`src/rtl/lsu_pkg.sv`:
```
// Shared definitions for the load/store unit: FSM states, exception codes,
// funct3 access encodings and request legality helpers.
package lsu_pkg;

    typedef enum logic [1:0] {
        IDLE = 2'd0,
        REQ  = 2'd1,
        WAIT = 2'd2,
        DONE = 2'd3
    } state_t;

    localparam logic [1:0] EXC_NONE     = 2'b00;
    localparam logic [1:0] EXC_MISALIGN = 2'b01;
    localparam logic [1:0] EXC_ILLEGAL  = 2'b10;
    localparam logic [1:0] EXC_BUS      = 2'b11;

    localparam logic [2:0] F3_B  = 3'b000;
    localparam logic [2:0] F3_H  = 3'b001;
    localparam logic [2:0] F3_W  = 3'b010;
    localparam logic [2:0] F3_BU = 3'b100;
    localparam logic [2:0] F3_HU = 3'b101;

    // Unsigned accesses only make sense for loads; everything else outside
    // the five encodings is reserved.
    function automatic logic type_illegal(input logic rw, input logic [2:0] f3);
        logic bad;
        case (f3)
            F3_B, F3_H, F3_W: bad = 1'b0;
            F3_BU, F3_HU:     bad = rw;
            default:          bad = 1'b1;
        endcase
        return bad;
    endfunction

    // Natural alignment check for halfword and word accesses.
    function automatic logic misaligned(input logic [2:0] f3, input logic [1:0] off);
        logic bad;
        case (f3)
            F3_H, F3_HU: bad = off[0];
            F3_W:        bad = (off != 2'b00);
            default:     bad = 1'b0;
        endcase
        return bad;
    endfunction

endpackage

```
`src/rtl/lsu_align.sv`:
```
// Byte-lane steering for the load/store unit: store byte enables and lane
// replication, plus load lane selection with sign or zero extension.
module lsu_align
    import lsu_pkg::*;
(
    input  logic [2:0]  type_access,
    input  logic [1:0]  off,
    input  logic [31:0] st_data,
    input  logic [31:0] rdata,
    output logic [3:0]  be,
    output logic [31:0] wdata,
    output logic [31:0] ld_data
);

    logic [15:0] lane;

    // Bring the addressed byte/halfword down to bit 0; off=3 only matters for bytes.
    always_comb begin
        lane = 16'h0000;
        case (off)
            2'd0: lane = rdata[15:0];
            2'd1: lane = rdata[23:8];
            2'd2: lane = rdata[31:16];
            2'd3: lane = {8'h00, rdata[31:24]};
            default: lane = 16'h0000;
        endcase
    end

    // Enables, replicated store data and extended load data per access type.
    always_comb begin
        be      = 4'b0000;
        wdata   = 32'h0000_0000;
        ld_data = 32'h0000_0000;
        case (type_access)
            F3_B: begin
                be      = 4'b0001 << off;
                wdata   = {4{st_data[7:0]}};
                ld_data = {{24{lane[7]}}, lane[7:0]};
            end
            F3_BU: begin
                be      = 4'b0001 << off;
                wdata   = {4{st_data[7:0]}};
                ld_data = {24'h000000, lane[7:0]};
            end
            F3_H: begin
                be      = 4'b0011 << off;
                wdata   = {2{st_data[15:0]}};
                ld_data = {{16{lane[15]}}, lane};
            end
            F3_HU: begin
                be      = 4'b0011 << off;
                wdata   = {2{st_data[15:0]}};
                ld_data = {16'h0000, lane};
            end
            F3_W: begin
                be      = 4'b1111;
                wdata   = st_data;
                ld_data = rdata;
            end
            default: ;
        endcase
    end

endmodule

```
`src/rtl/lsu_mem_ctrl.sv`:
```
// Load/store unit between decode and the data-memory request/grant/response
// bus. Stalls the core while a transaction is in flight and reports
// misaligned, illegal-type and (optionally) bus-timeout exceptions.
// Optional feature: define LSU_TIMEOUT_EN to abort REQ/WAIT after TIMEOUT_CYC cycles.
module lsu_mem_ctrl
    import lsu_pkg::*;
#(
    parameter int TIMEOUT_CYC = 255,
    parameter int CNT_W       = 8
)(
    input  logic        i_clk,
    input  logic        i_reset,
    input  logic        i_req,
    input  logic        i_mem_rw,
    input  logic [2:0]  i_type_access,
    input  logic [31:0] i_addr,
    input  logic [31:0] i_st_data,
    output logic [31:0] o_ld_data,
    output logic        o_done,
    output logic        o_busy,
    output logic [1:0]  o_exc,
    output logic        o_mem_req,
    output logic        o_mem_we,
    output logic [31:0] o_mem_addr,
    output logic [3:0]  o_mem_be,
    output logic [31:0] o_mem_wdata,
    input  logic        i_mem_gnt,
    input  logic        i_mem_rvalid,
    input  logic [31:0] i_mem_rdata
);

    state_t      state_q, state_d;
    logic        rw_q;
    logic [2:0]  type_q;
    logic [31:0] addr_q;
    logic [31:0] st_q;
    logic [31:0] ld_q;
    logic [1:0]  exc_q;
    logic        timeout;
    logic        req_bad;
    logic [1:0]  req_exc;
    logic [3:0]  al_be;
    logic [31:0] al_wdata;
    logic [31:0] al_ld;

    // Classify the incoming request; illegal type wins over misalignment.
    always_comb begin
        req_exc = EXC_NONE;
        if (type_illegal(i_mem_rw, i_type_access)) begin
            req_exc = EXC_ILLEGAL;
        end else if (misaligned(i_type_access, i_addr[1:0])) begin
            req_exc = EXC_MISALIGN;
        end
    end

    assign req_bad = (req_exc != EXC_NONE);

    lsu_align u_align (
        .type_access (type_q),
        .off         (addr_q[1:0]),
        .st_data     (st_q),
        .rdata       (i_mem_rdata),
        .be          (al_be),
        .wdata       (al_wdata),
        .ld_data     (al_ld)
    );

`ifdef LSU_TIMEOUT_EN
    logic [CNT_W-1:0] cnt_q;
    logic [CNT_W-1:0] cnt_inc;

    assign cnt_inc = cnt_q + CNT_W'(1);
    // Fires in the cycle whose increment would reach the limit, so the unit
    // spends exactly TIMEOUT_CYC cycles in REQ+WAIT.
    assign timeout = ((state_q == REQ) || (state_q == WAIT)) &&
                     (cnt_inc == CNT_W'(TIMEOUT_CYC));

    // Cycle counter: cleared on entering REQ, counts through REQ and WAIT.
    always_ff @(posedge i_clk) begin
        if (i_reset) begin
            cnt_q <= '0;
        end else if ((state_q == IDLE) && (state_d == REQ)) begin
            cnt_q <= '0;
        end else if ((state_q == REQ) || (state_q == WAIT)) begin
            cnt_q <= cnt_inc;
        end
    end
`else
    logic unused_cfg;
    assign unused_cfg = ^{TIMEOUT_CYC[0], CNT_W[0]};
    assign timeout    = 1'b0;
`endif

    // State register.
    always_ff @(posedge i_clk) begin
        if (i_reset) begin
            state_q <= IDLE;
        end else begin
            state_q <= state_d;
        end
    end

    // Next-state logic; a timeout overrides any gnt/rvalid in the same cycle.
    always_comb begin
        state_d = state_q;
        case (state_q)
            IDLE: begin
                if (i_req) begin
                    state_d = req_bad ? DONE : REQ;
                end
            end
            REQ: begin
                if (timeout) begin
                    state_d = DONE;
                end else if (i_mem_gnt) begin
                    state_d = WAIT;
                end
            end
            WAIT: begin
                if (timeout || i_mem_rvalid) begin
                    state_d = DONE;
                end
            end
            DONE:    state_d = IDLE;
            default: state_d = IDLE;
        endcase
    end

    // Request latches, exception code and captured load data.
    always_ff @(posedge i_clk) begin
        if (i_reset) begin
            rw_q   <= 1'b0;
            type_q <= 3'b000;
            addr_q <= 32'h0000_0000;
            st_q   <= 32'h0000_0000;
            ld_q   <= 32'h0000_0000;
            exc_q  <= EXC_NONE;
        end else begin
            case (state_q)
                IDLE: begin
                    if (i_req) begin
                        rw_q   <= i_mem_rw;
                        type_q <= i_type_access;
                        addr_q <= i_addr;
                        st_q   <= i_st_data;
                        ld_q   <= 32'h0000_0000;
                        exc_q  <= req_exc;
                    end
                end
                REQ: begin
                    if (timeout) begin
                        exc_q <= EXC_BUS;
                        ld_q  <= 32'h0000_0000;
                    end
                end
                WAIT: begin
                    if (timeout) begin
                        exc_q <= EXC_BUS;
                        ld_q  <= 32'h0000_0000;
                    end else if (i_mem_rvalid) begin
                        ld_q <= rw_q ? 32'h0000_0000 : al_ld;
                    end
                end
                default: ;
            endcase
        end
    end

    assign o_mem_req   = (state_q == REQ);
    assign o_mem_we    = o_mem_req & rw_q;
    assign o_mem_addr  = o_mem_req ? {addr_q[31:2], 2'b00} : 32'h0000_0000;
    assign o_mem_be    = o_mem_req ? al_be : 4'b0000;
    assign o_mem_wdata = o_mem_we ? al_wdata : 32'h0000_0000;
    assign o_done      = (state_q == DONE);
    assign o_exc       = o_done ? exc_q : EXC_NONE;
    assign o_ld_data   = o_done ? ld_q : 32'h0000_0000;
    assign o_busy      = (state_q == REQ) || (state_q == WAIT) ||
                         ((state_q == IDLE) && i_req);

endmodule

```
`config.mk`:
```
export PLATFORM = sky130hd
export DESIGN_NAME = lsu_mem_ctrl
export DESIGN_NICKNAME = d
export VERILOG_FILES = /design/src/rtl/lsu_pkg.sv /design/src/rtl/lsu_align.sv /design/src/rtl/lsu_mem_ctrl.sv
export SDC_FILE = /design/constraint.sdc
export NUM_CORES = 1
export LEC_CHECK = 0
export ABC_AREA = 1
export CAP_MARGIN = 10
export CORE_MARGIN = 1
export CORE_UTILIZATION = 45
export CTS_BUF_LIST = sky130_fd_sc_hd__clkbuf_16
export CTS_CLUSTER_DIAMETER = 200
export DETAILED_ROUTE_END_ITERATION = 8
export PLACE_DENSITY = 0.88
export SYNTH_ARGS = -nofsm -noshare
export SYNTH_HDL_FRONTEND = slang
export SYNTH_SLANG_ARGS = --single-unit
```
`constraint.sdc`:
```
create_clock -name i_clk -period 2 [get_ports i_clk]
set_clock_uncertainty 0.1 [all_clocks]
set_input_delay 0.4 -clock i_clk [delete_from_list [all_inputs] [get_ports i_clk]]
set_output_delay 0.4 -clock i_clk [all_outputs]
set_load 0.02 [all_outputs]
```
== After elaboration in Yosys (flattened, before gate mapping) ==
Cells that the tools add are included.

* Register bits after elaboration: 104
* Input bits: 105
* Output and inout port bits: 106
* Logic and storage cells: 68

* Eq/ne operators: 17
* Shift-type cells: 2
* Mux-type cells: 23
* Bitwise gates (word level): 1
* Reduce and logical (&&, ||, !) cells: 18

{| class="wikitable"
|+ Operators by type and width
! kind !! number
|-
| 32-bit two-way mux || 6
|-
| 32-bit one-hot mux with 5 select lines || 1
|-
| 32-bit one-hot mux with 3 select lines || 1
|-
| 16-bit one-hot mux with 4 select lines || 1
|-
| 32-bit one-hot mux with 2 select lines || 1
|-
| 3-bit equality test (second input constant) || 4
|-
| 2-bit two-way mux || 6
|-
| 4-bit one-hot mux with 3 select lines || 1
|-
| 2-bit equality test (second input constant) || 4
|-
| 2-bit one-hot mux with 4 select lines || 1
|-
| 2-bit OR reduction || 4
|-
| 3-bit by 1-bit equality test with 1-bit output (second input constant) || 2
|-
| 3-bit by 2-bit equality test with 1-bit output (second input constant) || 2
|-
| 3-bit zero test || 2
|-
| 3-bit AND reduction || 2
|-
| 2-bit nonzero test || 3
|-
| 2-bit by 1-bit equality test with 1-bit output (second input constant) || 2
|-
| 2-bit zero test || 2
|-
| 4-bit two-way mux || 1
|-
| 2-bit != test (second input constant) || 2
|-
| 1-bit one-hot mux with 2 select lines || 2
|-
| 1-bit by 2-bit << shifter with 4-bit output (first input constant) || 1
|-
| 2-bit by 2-bit << shifter with 4-bit output (first input constant) || 1
|-
| 3-bit OR reduction || 1
|-
| 6 further kinds || 8
|}

== Longest topological paths before layout ==
* Depth after elaboration: 10
* Gate-level depth with buffers: 11

== By module ==
Synthesis repeated with hierarchy kept, for this count alone.

* Cell total of the unflattened synthesis: 1,046
* Area, all modules: 6,328.6 µm²

{| class="wikitable"
|+ By module, submodules not included
! module !! instances !! cells an instance !! area each (µm²)
|-
| lsu_mem_ctrl || 1 || 761 || 5,051.1
|-
| lsu_align || 1 || 285 || 1,277.5
|}

== Worst setup path before layout ==
No wires, ideal clock.

* Path type: reg2out
* Start point: register state_q[1]
* End point: output o_mem_wdata[16]
* Arrival: 2.004 ns
* Path slack: -0.504 ns
* Stages on the path, launching flop included: 9
* Path buffers: 1
* Cell sequence: dfxtp_1 inv_1 ha_1 clkbuf_1 nand2_1 inv_2 o21ai_4 nor2_1 a32o_1

* Cells in the longest elaborated chain, start to end: 3

{| class="wikitable"
|+ RTL lines
! what !! line !! text
|-
| from (decl) || lsu_mem_ctrl.sv:32 || <nowiki>state_t state_q, state_d;</nowiki>
|-
| from (signal assigned) || lsu_mem_ctrl.sv:99 || <nowiki>state_q <= state_d;</nowiki>
|-
| 2-bit by 1-bit equality test with 1-bit output || lsu_mem_ctrl.sv:169 || <nowiki>assign o_mem_req = (state_q == REQ);</nowiki>
|-
| net o_mem_req || lsu_mem_ctrl.sv:22 || <nowiki>output logic o_mem_req,</nowiki>
|-
| 1-bit AND || lsu_mem_ctrl.sv:170 || <nowiki>assign o_mem_we = o_mem_req & rw_q;</nowiki>
|-
| net o_mem_we || lsu_mem_ctrl.sv:23 || <nowiki>output logic o_mem_we,</nowiki>
|-
| 32-bit two-way mux || lsu_mem_ctrl.sv:173 || <nowiki>assign o_mem_wdata = o_mem_we ? al_wdata : 32'h0000_0000;</nowiki>
|-
| to (decl) || lsu_mem_ctrl.sv:26 || <nowiki>output logic [31:0] o_mem_wdata,</nowiki>
|}

The timed path passes the listed nets, and every way through them passes these cells.

== Final worst setup path ==
* Start point: register state_q[1]
* End point: output o_mem_wdata[20]

* Cells in the longest elaborated chain, start to end: 3

{| class="wikitable"
|+ RTL lines
! what !! line
|-
| 2-bit by 1-bit equality test with 1-bit output || lsu_mem_ctrl.sv:169
|-
| 1-bit AND || lsu_mem_ctrl.sv:170
|-
| 32-bit two-way mux || lsu_mem_ctrl.sv:173
|}

No other way between the ends.

==> results_tabular.tex <==
\begin{tabular}{lr}
\hline
Metric & Value \\
\hline
\multicolumn{2}{l}{\textbf{Outcome}} \\
\quad Status & finished, violations left \\
\quad Failing checks & setup timing \\
\multicolumn{2}{l}{\textbf{Route}} \\
\quad Routed length on met3 & around 1.7 mm \\
\quad Vias & about 6700 \\
\quad Pre-Repair DR Iteration Count & 7 \\
\quad Residual DRC count & 0 \\
\quad Highest metal layer with signal wires & met4 \\
\quad Number of vias per cell & approximately 5.3 \\
\quad Iteration-0 DRC Markers & 477 \\
\quad Routed wl met2 & roughly 9.6 mm \\
\quad Metal1 wirelength & approximately 7.6 mm \\
\quad WL per Instance & roughly 16 um \\
\quad Wirelength, routed & 19.8 mm \\
\quad Antenna Violating Nets Remaining & 0 \\
\multicolumn{2}{l}{\textbf{Setup path}} \\
\quad Type of destination of the critical path & output port \\
\quad Kind of cell adding the most delay to the critical path & buffers and inverters \\
\quad Cell with the largest stage delay on the worst path & sky130\_fd\_sc\_hd\_\_dfxtp\_2 \\
\quad Max stage delay on crit path & about 350 ps \\
\quad Worst Path Class, Setup & reg -> out \\
\quad Critical path peak fanout & 8 \\
\quad WP buf/inv & 4 \\
\quad Startpoint class of the critical path & flop \\
\quad Critical-path cell list & inv\_2 > ha\_4 > nand2\_4 > inv\_6 > o21ai\_4 > buf\_12 > nor2\_4 > a32o\_2 > buf\_6 \\
\quad CP required & 1500 ps \\
\quad Data arrival, critical path & approximately 1700 ps \\
\multicolumn{2}{l}{\textbf{Logic synthesis}} \\
\quad Area share of the largest cell type after synthesis & a little under two fifths \\
\quad Library cells used by synthesis & 30 \\
\quad Synthesized netlist cell count & slightly below 900 \\
\quad Post-synth top area cell & sky130\_fd\_sc\_hd\_\_dfxtp\_1 \\
\quad Part of the Yosys area used for sequential elements & around 38\% \\
\quad Cell types with the highest counts after synthesis & 249 x sky130\_fd\_sc\_hd\_\_nand2\_1, 147 x sky130\_fd\_sc\_hd\_\_nor2\_1, 104 x sky130\_fd\_sc\_hd\_\_dfxtp\_1, 98 x sky130\_fd\_sc\_hd\_\_inv\_1, 74 x sky130\_fd\_sc\_hd\_\_o21ai\_0 \\
\quad Post-synthesis sequential element count & around 100 \\
\quad Cell types with the largest area share after synthesis & sky130\_fd\_sc\_hd\_\_dfxtp\_1 38\%, sky130\_fd\_sc\_hd\_\_nand2\_1 17\%, sky130\_fd\_sc\_hd\_\_nor2\_1 10\%, sky130\_fd\_sc\_hd\_\_o21ai\_0 6.7\%, sky130\_fd\_sc\_hd\_\_inv\_1 6.7\% \\
\quad Library cell with the highest instance count after synthesis & sky130\_fd\_sc\_hd\_\_nand2\_1 \\
\quad EDFF count, synth & 0 \\
\quad Most used flip-flop cell after synthesis & sky130\_fd\_sc\_hd\_\_dfxtp\_1 \\
\quad Fraction of registers with async set or reset after synthesis & 0\% \\
\quad Average size of a mapped cell & $\sim$6.2 um\^{}2 \\
\quad Post-Syn Area & between 0.005 and 0.006 mm\^{}2 \\
\quad Number of synthesis warnings & 0 \\
\multicolumn{2}{l}{\textbf{STA}} \\
\quad Unrepaired setup endpoints after global routing & true \\
\quad Top achievable clock speed & 455 MHz \\
\quad Transition time of the tightest slew-check pin & approximately 620 ps \\
\quad Final worst path period need & between 2000 and 2500 ps \\
\quad Relative max-transition margin & 58.5\% \\
\quad Fin Setup TNS & -4740 ps \\
\quad Number of failing setup endpoints in the final timing report & between 60 and 70 \\
\quad Final worst path period share & 110\% \\
\quad Final setup slack of the worst path & -196 ps \\
\quad Final Hold Violating Endpoints & 0 \\
\quad Max Transition Viols Final & 0 \\
\quad Hold WS & roughly 360 ps \\
\multicolumn{2}{l}{\textbf{Floorplanning}} \\
\quad Die X & between 100 and 150 um \\
\quad Core region area & $\sim$0.012 mm\^{}2 \\
\quad Floorplan die area & roughly 0.013 mm\^{}2 \\
\quad I/O pin count & approximately 210 \\
\quad Starting utilization of the core area & roughly 46\% \\
\quad Die height & $\sim$110 um \\
\quad Placement Rows & 40 \\
\multicolumn{2}{l}{\textbf{Clocking}} \\
\quad Number of clock sinks & $\sim$100 \\
\quad Insertion delay of the later-clocked pin in the worst-skew pair & 350 ps \\
\quad Cts-stage hold buffer count & 0 \\
\quad CTS buffer count & 9 \\
\quad Clk Tree Root Cell & sky130\_fd\_sc\_hd\_\_clkbuf\_16 \\
\quad Max clock buf depth & 2 \\
\quad TritonCTS clock tree & done \\
\quad Clock transition time at the flip-flop clock pins of the worst setup and hold paths & approximately 70 ps \\
\quad Maximum level of the CTS H-tree & 3 \\
\multicolumn{2}{l}{\textbf{Pwr}} \\
\quad Internal cell power & approximately 5.6 mW \\
\quad Leakage power total & 4.34 nW \\
\quad Part of the power in combinational logic & between 50\% and 60\% \\
\quad Power consumption & between 9 and 10 mW \\
\quad Part of the total power dissipated in sequential elements & between 20\% and 30\% \\
\quad Total power per unit cell area & 1120 mW/mm\^{}2 \\
\quad Net Switching & roughly 4.3 mW \\
\quad Clock power share & 16.6\% \\
\quad Highest ir drop seen on vdd & 605 uV \\
\quad Sw Share & 43.2\% \\
\multicolumn{2}{l}{\textbf{Global route}} \\
\quad Number of antenna violations at the first check in global routing & 0 \\
\quad Vias in the first global route & around 5900 \\
\quad GR Overflow Total & 0 \\
\quad Global-route wire length before repair & $\sim$28 mm \\
\quad Global routing usage summed across all routing layers & around 28\% \\
\quad Maximum number of pins on one net before global-route repair & 83 \\
\multicolumn{2}{l}{\textbf{Place}} \\
\quad Worst Setup Slack post-DPL & -292 ps \\
\quad HPWL after detailed placement & 12.5 mm \\
\quad Count of buffers from port buffering & 208 \\
\quad Post-placement cell count & approximately 1200 \\
\quad Cell area after placement & slightly above 0.008 mm\^{}2 \\
\quad Global placement routability congestion & $\sim$0.88 \\
\multicolumn{2}{l}{\textbf{Finish}} \\
\quad Proportion of layout cells with a drive suffix above 1 & approximately 27\% \\
\quad Core Util, Final & about three quarters \\
\quad Fin nets & 1232 \\
\quad Number of standard cells in the layout, taps in and fillers out & roughly 1300 \\
\quad Number of diodes added for antenna fixing & 0 \\
\quad Post-route cell area & about 0.0088 mm\^{}2 \\
\quad Syn-to-layout area delta & 59.8\% \\
\multicolumn{2}{l}{\textbf{Hold path}} \\
\quad Type of the most critical hold path & reg -> reg \\
\multicolumn{2}{l}{\textbf{Job}} \\
\quad MaxCap Viol Count & 0 \\
\hline
\end{tabular}
-- path summary, 6_finish.rpt --
check                           startpoint              end  slack [ps]  cells past startpoint
worst min register to register    ld_q[13]         ld_q[13]         360                      2
worst max-delay path            state_q[1]  o_mem_wdata[20]        -200                      9
worst max register to register  state_q[1]         ld_q[16]         -70                     13
worst min-delay path              ld_q[13]         ld_q[13]         360                      2
-- final cells by class --
cell class	instances	area, um^2
repair buffers	277	2620
fillers	875	3140
clock buffers	9	225
clock inverters	6	37.5
flip-flops and latches	104	2090
multi-input cells	626	3250
inverters	104	418
well taps	147	184
-- power by group through the flow --
stage               clock (mW)  sequential, mW  combinational [mW]
global placement             0            2.89                4.25
detailed placement           0            2.91                4.34
floorplan                    0            2.85                2.71
global route              1.74            2.97                5.74
CTS                       1.64            2.89                4.58
finish                    1.64            2.92                5.31
-- worst register-to-register path: cells and delay by family, from the launching register on --
kind / cells / cell delay, ps
compound gates: 2 / 390
fa+ha+maj: 1 / 170
buf+inv: 6 / 760
flops: 1 / 350
simple gates: 4 / 240
-- sequential cells by signal (all words and copies together), names as in the netlist --
| signal | flops |
|---|---|
| addr_q | 32 |
| ld_q | 32 |
| st_q | 32 |
| type_q | 3 |
| exc_q | 2 |
| state_q | 2 |
| rw_q | 1 |
-- cell usage in the layout (no fill, tap or decap), types with 4 or more instances in the layout --
| cell | n |
|---|---|
| sky130_fd_sc_hd__nand2_1 | 226 |
| sky130_fd_sc_hd__nor2_1 | 137 |
| sky130_fd_sc_hd__clkdlybuf4s50_1 | 104 |
| sky130_fd_sc_hd__dfxtp_1 | 99 |
| sky130_fd_sc_hd__inv_1 | 93 |
| sky130_fd_sc_hd__o21ai_0 | 74 |
| sky130_fd_sc_hd__buf_4 | 55 |
| sky130_fd_sc_hd__nand3_1 | 40 |
| sky130_fd_sc_hd__buf_2 | 39 |
| sky130_fd_sc_hd__a21oi_1 | 38 |
| sky130_fd_sc_hd__buf_6 | 37 |
| sky130_fd_sc_hd__a21oi_2 | 32 |
| sky130_fd_sc_hd__clkdlybuf4s15_2 | 20 |
| sky130_fd_sc_hd__nand2_4 | 13 |
| sky130_fd_sc_hd__clkbuf_16 | 13 |
| sky130_fd_sc_hd__nand2_2 | 12 |
| sky130_fd_sc_hd__nor2_4 | 11 |
| sky130_fd_sc_hd__clkbuf_2 | 8 |
| sky130_fd_sc_hd__buf_12 | 8 |
| sky130_fd_sc_hd__o21ai_2 | 7 |
| sky130_fd_sc_hd__a32o_2 | 7 |
| sky130_fd_sc_hd__nor2_2 | 6 |
| sky130_fd_sc_hd__inv_2 | 6 |
| sky130_fd_sc_hd__a21oi_4 | 4 |
| sky130_fd_sc_hd__dfxtp_2 | 4 |
-- routing by layer --
metal / track usage (%) / vias up
li1: - / 3224
met1: 31.8 / 3084
met2: 48.8 / 337
met3: 7.18 / 72
met4: 12.7 / 0
met5: 0 / -
-- kinds of logic after synthesis --
group | count (synthesis) | share of synthesized area [%]
AOI/OAI and AO/OA | 168 | 16.5
adders and majority gates | 5 | 1.13
buffers and inverters | 159 | 11.9
DFF | 104 | 37.7
other | 1 | 0.0679
and+or+nand+nor | 451 | 32.7
-- repair_timing --
action,CTS,global route
pin swaps,10,44
gates resized for setup,441,130
endpoints found under the setup margin,104,150
buffers inserted,5,9
gates cloned,0,5
(Power assumes the default switching activity.)
